`src/rtl/pc_unit_if.sv`:
```
// Bus between the control FSM and the program-counter stage.
// traceIdx/traceAddr/traceCount carry meaning only when PC_TRACE_EN is defined.
interface pc_unit_if #(
  parameter int ADDR_WIDTH  = 16,
  parameter int TRACE_DEPTH = 4
);
  localparam int IW = (TRACE_DEPTH > 1) ? $clog2(TRACE_DEPTH) : 1;

  logic [1:0]            pcEn;
  logic                  pcAdrMuxEn;
  logic [15:0]           instruction;
  logic [ADDR_WIDTH-1:0] jumpTarget;
  logic                  C, L, F, Z, N;
  logic [ADDR_WIDTH-1:0] pc;
  logic [ADDR_WIDTH-1:0] memAddr;
  logic [ADDR_WIDTH-1:0] linkValue;
  logic                  branchTaken;
  logic                  halted;
  logic [IW-1:0]         traceIdx;
  logic [ADDR_WIDTH-1:0] traceAddr;
  logic [IW:0]           traceCount;

  modport master (
    output pcEn, pcAdrMuxEn, instruction, jumpTarget, C, L, F, Z, N, traceIdx,
    input  pc, memAddr, linkValue, branchTaken, halted, traceAddr, traceCount
  );

  modport slave (
    input  pcEn, pcAdrMuxEn, instruction, jumpTarget, C, L, F, Z, N, traceIdx,
    output pc, memAddr, linkValue, branchTaken, halted, traceAddr, traceCount
  );
endinterface

```
`src/rtl/pc_unit.sv`:
```
// Program counter: hold / increment / jump / conditional branch, JAL link capture,
// branch-to-self halt detect. Define PC_TRACE_EN to add the redirect trace buffer.
module pc_unit #(
  parameter int              ADDR_WIDTH   = 16,
  parameter logic [ADDR_WIDTH-1:0] RESET_VECTOR = '0,
  parameter int              DISP_WIDTH   = 8,
  parameter int              TRACE_DEPTH  = 4
) (
  input  logic     clk,
  input  logic     reset,
  pc_unit_if.slave bus
);
  localparam int IW = (TRACE_DEPTH > 1) ? $clog2(TRACE_DEPTH) : 1;

  logic [ADDR_WIDTH-1:0] pc_q, link_q, pc_inc, disp_sx;
  logic                  taken_q, halted_q, cond, redirect, disp_zero;

  assign pc_inc    = pc_q + ADDR_WIDTH'(1);
  assign disp_sx   = {{(ADDR_WIDTH-DISP_WIDTH){bus.instruction[DISP_WIDTH-1]}},
                      bus.instruction[DISP_WIDTH-1:0]};
  assign disp_zero = (bus.instruction[DISP_WIDTH-1:0] == '0);

  always_comb begin
    cond = 1'b0;
    case (bus.instruction[11:8])
      4'b0000: cond =  bus.Z;
      4'b0001: cond = !bus.Z;
      4'b0010: cond =  bus.C;
      4'b0011: cond = !bus.C;
      4'b0100: cond =  bus.L;
      4'b0101: cond = !bus.L;
      4'b0110: cond =  bus.N;
      4'b0111: cond = !bus.N;
      4'b1000: cond =  bus.F;
      4'b1001: cond = !bus.F;
      4'b1010: cond = !bus.L && !bus.Z;
      4'b1011: cond =  bus.L ||  bus.Z;
      4'b1100: cond = !bus.N && !bus.Z;
      4'b1101: cond =  bus.N ||  bus.Z;
      4'b1110: cond = 1'b1;
      default: cond = 1'b0;
    endcase
  end

  assign redirect = (bus.pcEn == 2'b10) || ((bus.pcEn == 2'b11) && cond);

  always_ff @(posedge clk or negedge reset) begin
    if (!reset) begin
      pc_q     <= RESET_VECTOR;
      link_q   <= '0;
      taken_q  <= 1'b0;
      halted_q <= 1'b0;
    end else begin
      taken_q <= redirect;
      case (bus.pcEn)
        2'b01: pc_q <= pc_inc;
        2'b10: begin
          pc_q   <= bus.jumpTarget;
          link_q <= pc_inc;
        end
        2'b11: begin
          if (cond) begin
            pc_q <= pc_q + disp_sx;
            // branch-to-self: the program has parked itself
            if (disp_zero) halted_q <= 1'b1;
          end else begin
            pc_q <= pc_inc;
          end
        end
        default: ;
      endcase
    end
  end

  assign bus.pc          = pc_q;
  assign bus.linkValue   = link_q;
  assign bus.branchTaken = taken_q;
  assign bus.halted      = halted_q;
  assign bus.memAddr     = bus.pcAdrMuxEn ? bus.jumpTarget : pc_q;

  logic unused_instr;
  assign unused_instr = ^bus.instruction[15:12];

`ifdef PC_TRACE_EN
  localparam logic [IW:0] FULL = TRACE_DEPTH[IW:0];

  logic [TRACE_DEPTH-1:0][ADDR_WIDTH-1:0] trace_q;
  logic [IW-1:0]                          wrptr_q, rd_idx;
  logic [IW:0]                            cnt_q;

  always_ff @(posedge clk or negedge reset) begin
    if (!reset) begin
      trace_q <= '0;
      wrptr_q <= '0;
      cnt_q   <= '0;
    end else if (redirect) begin
      trace_q[wrptr_q] <= pc_q;
      wrptr_q          <= wrptr_q + IW'(1);
      if (cnt_q != FULL) cnt_q <= cnt_q + (IW+1)'(1);
    end
  end

  // power-of-2 depth: IW-bit wrap is the modulo
  assign rd_idx         = wrptr_q - IW'(1) - bus.traceIdx;
  assign bus.traceAddr  = trace_q[rd_idx];
  assign bus.traceCount = cnt_q;
`else
  logic [IW-1:0] unused_trace_idx;
  logic          unused_redirect;
  assign unused_trace_idx = bus.traceIdx;
  assign unused_redirect  = redirect;
  assign bus.traceAddr    = '0;
  assign bus.traceCount   = '0;
`endif
endmodule

```
`src/flat_wrapper.sv`:
```
// flat-port wrapper written by rule: the top's interface ports become plain ports
module pc_unit_flat 
#(
  parameter int              ADDR_WIDTH   = 16,
  parameter logic [ADDR_WIDTH-1:0] RESET_VECTOR = '0,
  parameter int              DISP_WIDTH   = 8,
  parameter int              TRACE_DEPTH  = 4
)
  (clk, reset, bus_pcEn, bus_pcAdrMuxEn, bus_instruction, bus_jumpTarget, bus_C, bus_L, bus_F, bus_Z, bus_N, bus_traceIdx, bus_pc, bus_memAddr, bus_linkValue, bus_branchTaken, bus_halted, bus_traceAddr, bus_traceCount);
  pc_unit_if #(.ADDR_WIDTH(ADDR_WIDTH), .TRACE_DEPTH(TRACE_DEPTH)) bus_i ();
  input  logic clk;
  input  logic reset;
  input wire logic [$bits(bus_i.pcEn)-1:0] bus_pcEn;
  input wire logic [$bits(bus_i.pcAdrMuxEn)-1:0] bus_pcAdrMuxEn;
  input wire logic [$bits(bus_i.instruction)-1:0] bus_instruction;
  input wire logic [$bits(bus_i.jumpTarget)-1:0] bus_jumpTarget;
  input wire logic [$bits(bus_i.C)-1:0] bus_C;
  input wire logic [$bits(bus_i.L)-1:0] bus_L;
  input wire logic [$bits(bus_i.F)-1:0] bus_F;
  input wire logic [$bits(bus_i.Z)-1:0] bus_Z;
  input wire logic [$bits(bus_i.N)-1:0] bus_N;
  input wire logic [$bits(bus_i.traceIdx)-1:0] bus_traceIdx;
  output wire logic [$bits(bus_i.pc)-1:0] bus_pc;
  output wire logic [$bits(bus_i.memAddr)-1:0] bus_memAddr;
  output wire logic [$bits(bus_i.linkValue)-1:0] bus_linkValue;
  output wire logic [$bits(bus_i.branchTaken)-1:0] bus_branchTaken;
  output wire logic [$bits(bus_i.halted)-1:0] bus_halted;
  output wire logic [$bits(bus_i.traceAddr)-1:0] bus_traceAddr;
  output wire logic [$bits(bus_i.traceCount)-1:0] bus_traceCount;
  assign bus_i.pcEn = bus_pcEn;
  assign bus_i.pcAdrMuxEn = bus_pcAdrMuxEn;
  assign bus_i.instruction = bus_instruction;
  assign bus_i.jumpTarget = bus_jumpTarget;
  assign bus_i.C = bus_C;
  assign bus_i.L = bus_L;
  assign bus_i.F = bus_F;
  assign bus_i.Z = bus_Z;
  assign bus_i.N = bus_N;
  assign bus_i.traceIdx = bus_traceIdx;
  assign bus_pc = bus_i.pc;
  assign bus_memAddr = bus_i.memAddr;
  assign bus_linkValue = bus_i.linkValue;
  assign bus_branchTaken = bus_i.branchTaken;
  assign bus_halted = bus_i.halted;
  assign bus_traceAddr = bus_i.traceAddr;
  assign bus_traceCount = bus_i.traceCount;
  pc_unit #(.ADDR_WIDTH(ADDR_WIDTH), .RESET_VECTOR(RESET_VECTOR), .DISP_WIDTH(DISP_WIDTH), .TRACE_DEPTH(TRACE_DEPTH)) u_core (.clk(clk), .reset(reset), .bus(bus_i));
endmodule
```
`config.mk`:
```
export PLATFORM = sky130hd
export DESIGN_NAME = pc_unit_flat
export DESIGN_NICKNAME = d
export VERILOG_FILES = /design/src/rtl/pc_unit_if.sv /design/src/rtl/pc_unit.sv /design/src/flat_wrapper.sv
export SDC_FILE = /design/constraint.sdc
export NUM_CORES = 1
export LEC_CHECK = 0
export CAP_MARGIN = 5
export CORE_MARGIN = 2
export CORE_UTILIZATION = 45
export DETAILED_ROUTE_END_ITERATION = 8
export PLACE_DENSITY = 0.79
export SLEW_MARGIN = 20
export SYNTH_ARGS = -nofsm -noshare
export SYNTH_HDL_FRONTEND = slang
export SYNTH_SLANG_ARGS = --single-unit
```
`constraint.sdc`:
```
create_clock -name clk -period 3.9 [get_ports clk]
set_input_delay 1.17 -clock clk [delete_from_list [all_inputs] [get_ports clk]]
set_output_delay 1.17 -clock clk [all_outputs]
set_load 0.1 [all_outputs]
```
* Word-level counts from Yosys, hierarchy flattened
Index checks and enable logic that the tools add are counted.
** Storage, ports and cells
- Output and inout bits :: 69
- Bits of input ports :: 44
- Word-level logic and storage cells :: 42
- Memory bits (writable) :: 0
- Bits in registers :: 34
- Memories kept :: 0
- Bits in read-only memories :: 0
- Latch bits :: 0
** Cells by class
- Reduce and logical (&&, ||, !) cells :: 15
- $add $sub $neg :: 2
- Bitwise logic cells :: 0
- Div/mod/pow operators :: 0
- Muxes and demuxes :: 4
- Equality and inequality tests :: 17
- Multipliers :: 0
- Shifts and indexed selects :: 0
- $lt $le $gt $ge :: 0
** Operators with widths (count)
- 16-bit case mux with 3 select lines :: 1
- 16-bit 2-to-1 mux :: 2
- 4-bit == test (second input constant) :: 7
- 16-bit by 1-bit adder with 16-bit output (second input constant) :: 1
- 16-bit adder :: 1
- 4-bit by 3-bit == test with 1-bit output (second input constant) :: 4
- 1-bit case mux with 15 select lines :: 1
- 4-bit by 2-bit == test with 1-bit output (second input constant) :: 2
- 8-bit zero test :: 1
- 1-bit zero test :: 5
- 2-bit == test (second input constant) :: 2
- 4-bit by 1-bit == test with 1-bit output (second input constant) :: 1
- 4-bit zero test :: 1
- 1-bit logical AND :: 3
- 1-bit logical OR :: 3
- 3-bit AND reduction :: 1
- 3-bit nonzero test :: 1
- 2-bit by 1-bit == test with 1-bit output (second input constant) :: 1

* Depth between registers and ports, before layout
- Depth after elaboration :: 5
- Mapped depth :: 9
- Mapped depth without buffers :: 9

* Worst setup path before layout
Ideal clock, no wire load.
- Kind :: input to output
- From :: input bus_pcAdrMuxEn
- To :: output bus_memAddr[1]
- Stages on the path :: 3
- Data required time :: 2730 ps
- Path slack :: -1008 ps
- Buffers on the path :: 2
- Data arrival time :: 3738 ps
- Cells stage by stage :: clkbuf_1 > buf_1 > o21ai_0
** On the way
- Cells in the longest elaborated chain, start to end :: 1
** Ends and longest elaborated chain
- start: declaration :: RTL line flat_wrapper.sv:14 : input wire logic [$bits(bus_i.pcAdrMuxEn)-1:0] bus_pcAdrMuxEn;
- 16-bit 2-to-1 mux :: RTL line pc_unit.sv:79 : assign bus.memAddr = bus.pcAdrMuxEn ? bus.jumpTarget : pc_q;
- end: declaration :: RTL line flat_wrapper.sv:24 : output wire logic [$bits(bus_i.memAddr)-1:0] bus_memAddr;
Every way passes these cells.

* Worst setup path in the final report
- From :: input bus_pcAdrMuxEn
- To :: output bus_memAddr[5]
Same word-level chain as after synthesis.

==> results.sh <==
export IMPL_synth_area_top_cells="dfrtp_1, mux2_2, ha_1"
export IMPL_drtIter0Drc=273
export IMPL_dp_slack_ns=0.2551
export IMPL_rsz0062_at_grt="false"
export IMPL_io_pins=113
export IMPL_maxSlewHeadroom=0.3528
export IMPL_synth_common_cells="nand2_1, dfrtp_1, mux2_2, o21ai_0, a21oi_1"
export IMPL_tightestPinTransition_ns=0.9678
export IMPL_drv_cap=0
export IMPL_synthFlopType="dfrtp_1"
export IMPL_finalHoldViolCount=0
export IMPL_dieWidth_um=90.74
export IMPL_yosys_area_top_type_share=0.2513
export IMPL_met3_length_um=728
export IMPL_antenna_diode_count=0
export IMPL_core_area_um2=7253
export IMPL_outcome="finished clean"
export IMPL_worst_path_max_delay_cell="clkdlybuf4s50_1"
export IMPL_grt_max_degree=35
export IMPL_wirelength_mm=9.592
export IMPL_ys_seq_elements=34
export IMPL_synth_largest_area_cell="dfrtp_1"
export IMPL_async_flop_share=1.000
export IMPL_dp_hpwl_mm=7.248
export IMPL_die_h_um=90.74
export IMPL_cp_required_ns=2.73
export IMPL_cts_tree="yes"
export IMPL_finalClockSkew_ns=0.01472
export IMPL_grt_ovfl_total=0
export IMPL_root_buffer="clkbuf_8"
export IMPL_final_min_clock_period_ns=3.587
export IMPL_tns_ns=0
export IMPL_antenna_found_initial=0
export IMPL_cts_sinks=34
export IMPL_drt_first_pass_iters=5
export IMPL_cts_hold_buf=0
export IMPL_cp_cell_sequence="clkdlybuf4s50_1, buf_12, mux2_2, buf_12"
export IMPL_io_buffers=87
export IMPL_ys_seq_area_frac=0.2513
export IMPL_worst_path_max_fanout=17
export IMPL_area_growth_pct=32.41
export IMPL_r2r_setup_slack_ns=1.26
export IMPL_vdd_drop_max_mv=0.4064
export IMPL_fmax_ghz=0.2788
export IMPL_clk_pin_slew_ns=0.07
export IMPL_cts_resized=0
export IMPL_worst_setup_path_type="in2out"
export IMPL_synthMostInstantiatedCell="nand2_1"
export IMPL_grt_pass1_vias=3144
export IMPL_wl_met1_mm=3.992
export IMPL_hold_ws_ns=0.4758
export IMPL_crit_cells=4
export IMPL_ys_types=57
export IMPL_reg2reg_depth=9
export IMPL_htreeDepth=2
export IMPL_ant_nets=0
export IMPL_insertion_delay_ns=0.30
export IMPL_layout_nets=534
export IMPL_cp_num_buf_inv=3
export IMPL_topRoutingLayerUsed="met4"
export IMPL_syn_inst=396
export IMPL_setup_ws_ns=0.3129
export IMPL_start_util=0.4668
export IMPL_synth_warnings=0
export IMPL_wl_met2_mm=4.641
export IMPL_post_route_period_util=0.9198
export IMPL_post_cts_setup_buffers=0
export IMPL_rows=31
export IMPL_numCtsBuffers=5
export IMPL_cp_endpoint="bus_memAddr[5]"
export IMPL_cp_start_kind="input pin"
export IMPL_maxSlewViolCount=0
export IMPL_total_power_mw=3.669
export IMPL_syn_cell_area_um2=3386
export IMPL_powerDensity_nw_per_um2=818.4
export IMPL_drc=0
export IMPL_synth_edf_count=0
export IMPL_grt_pass1_wl_mm=15.66
export IMPL_dieArea_um2=8234
export IMPL_min_path_type="reg2reg"
export IMPL_rr_startpoint="u_core.bus.pc[0]"
export IMPL_crit_arrival_ns=2.42
export IMPL_finalSetupViolCount=0
export IMPL_startpoint="bus_pcAdrMuxEn"
export IMPL_path_common_cell="buf_12"
export IMPL_layout_drive_gt1_share=0.2131
export IMPL_cp_top_family="buffers and inverters"
export IMPL_viasPerCell=5.806
export IMPL_cp_end_kind="output pin"
export IMPL_avgSynthCellArea_um2=8.550
export IMPL_wire_per_inst_um=16.74
export IMPL_r2r_end="u_core.bus.pc[12]"
export IMPL_gp_congestion=0.8965
export IMPL_grt_total_usage=0.2311
export IMPL_vias=3327
export IMPL_p_leak_nw=1.935
export IMPL_clock_path_buffers=2
export IMPL_slowest_delay_ns=0.50
-- worst register-to-register path, delay by kind of cell (launching register included) --
family | cells | cell delay [ns]
compound gates | 4 | 1.00
fa+ha+maj | 2 | 0.68
flops | 1 | 0.58
simple gates | 2 | 0.28
buf+inv | 1 | 0.07
-- through the flow --
step	cell area, µm²	instances	util
after floorplan	3457	414	-
final	4483	573	0.6181
after CTS	4483	573	0.6181
after detailed placement	4345	565	0.5991
after global placement	4345	565	0.5991
after global routing	4483	573	0.6181
-- cell families after synthesis --
family                   Yosys count  share of synthesized area
buffers and inverters             51                    0.08758
flip-flops                        34                     0.2513
AO/OA/AOI/OAI                    108                     0.2110
multiplexers                      43                     0.1404
XOR/XNOR                          28                    0.07243
AND/OR/NAND/NOR                  114                     0.1711
other                              1                   0.001108
adder cells (fa/ha/maj)           17                    0.06504
-- worst min-delay path by stage --
stage | start | endpoint | slack, ns | cells after the start
2_1_floorplan | reset | u_core.bus.branchTaken | 0.87 | 0
3_3_place_gp | u_core.bus.halted | u_core.bus.halted | 0.46 | 1
3_5_place_dp | u_core.bus.halted | u_core.bus.halted | 0.47 | 1
4_1_cts | u_core.bus.halted | u_core.bus.halted | 0.48 | 1
5_1_grt | u_core.bus.halted | u_core.bus.halted | 0.50 | 1
6_report | u_core.bus.halted | u_core.bus.halted | 0.48 | 1
-- power by group --
group / leakage, nW / switching, mW / internal [mW]
Clock: 0.0683 / 0.148 / 0.256
Sequential: 0.408 / 0.200 / 0.466
Combinational: 1.46 / 1.83 / 0.769
Total: 1.93 / 2.18 / 1.49
-- sequential cells by signal, indices dropped and copies added (netlist names) --
name	count
u_core.bus.branchTaken	1
u_core.bus.halted	1
u_core.bus.linkValue	16
u_core.bus.pc	16
-- routing by layer --
metal,GRT usage,vias to the layer above
li1,-,1570
met1,0.3058,1551
met2,0.3800,180
met3,0.03506,26
met4,0.08718,0
met5,0,-
-- cell type report --
type	instances	area, µm²
fillers	616	2770
multi-input cells	329	2310
repair buffers	97	1039
flip-flops and latches	34	850.8
well taps	99	123.9
clock buffers	5	68.82
clock inverters	3	68.82
inverters	6	22.52
-- placed cells by master, fill, tap and decap left out, types with 6 or more instances in the layout --
cell              n
buf_4            41
nand2_1          39
clkdlybuf4s50_1  39
dfrtp_1          34
mux2_2           26
a21oi_1          23
o21ai_0          23
conb_1           19
nor2_1           17
xnor2_1          17
buf_12           17
mux2i_1          16
ha_1             16
xor2_1           11
a21o_1           11
o22ai_1          11
nand3_1          10
nor2b_1           8
nand2b_1          7
inv_1             6
nor3b_1           6
nor4_1            6
No activity file was read; power rests on OpenSTA's default activity.
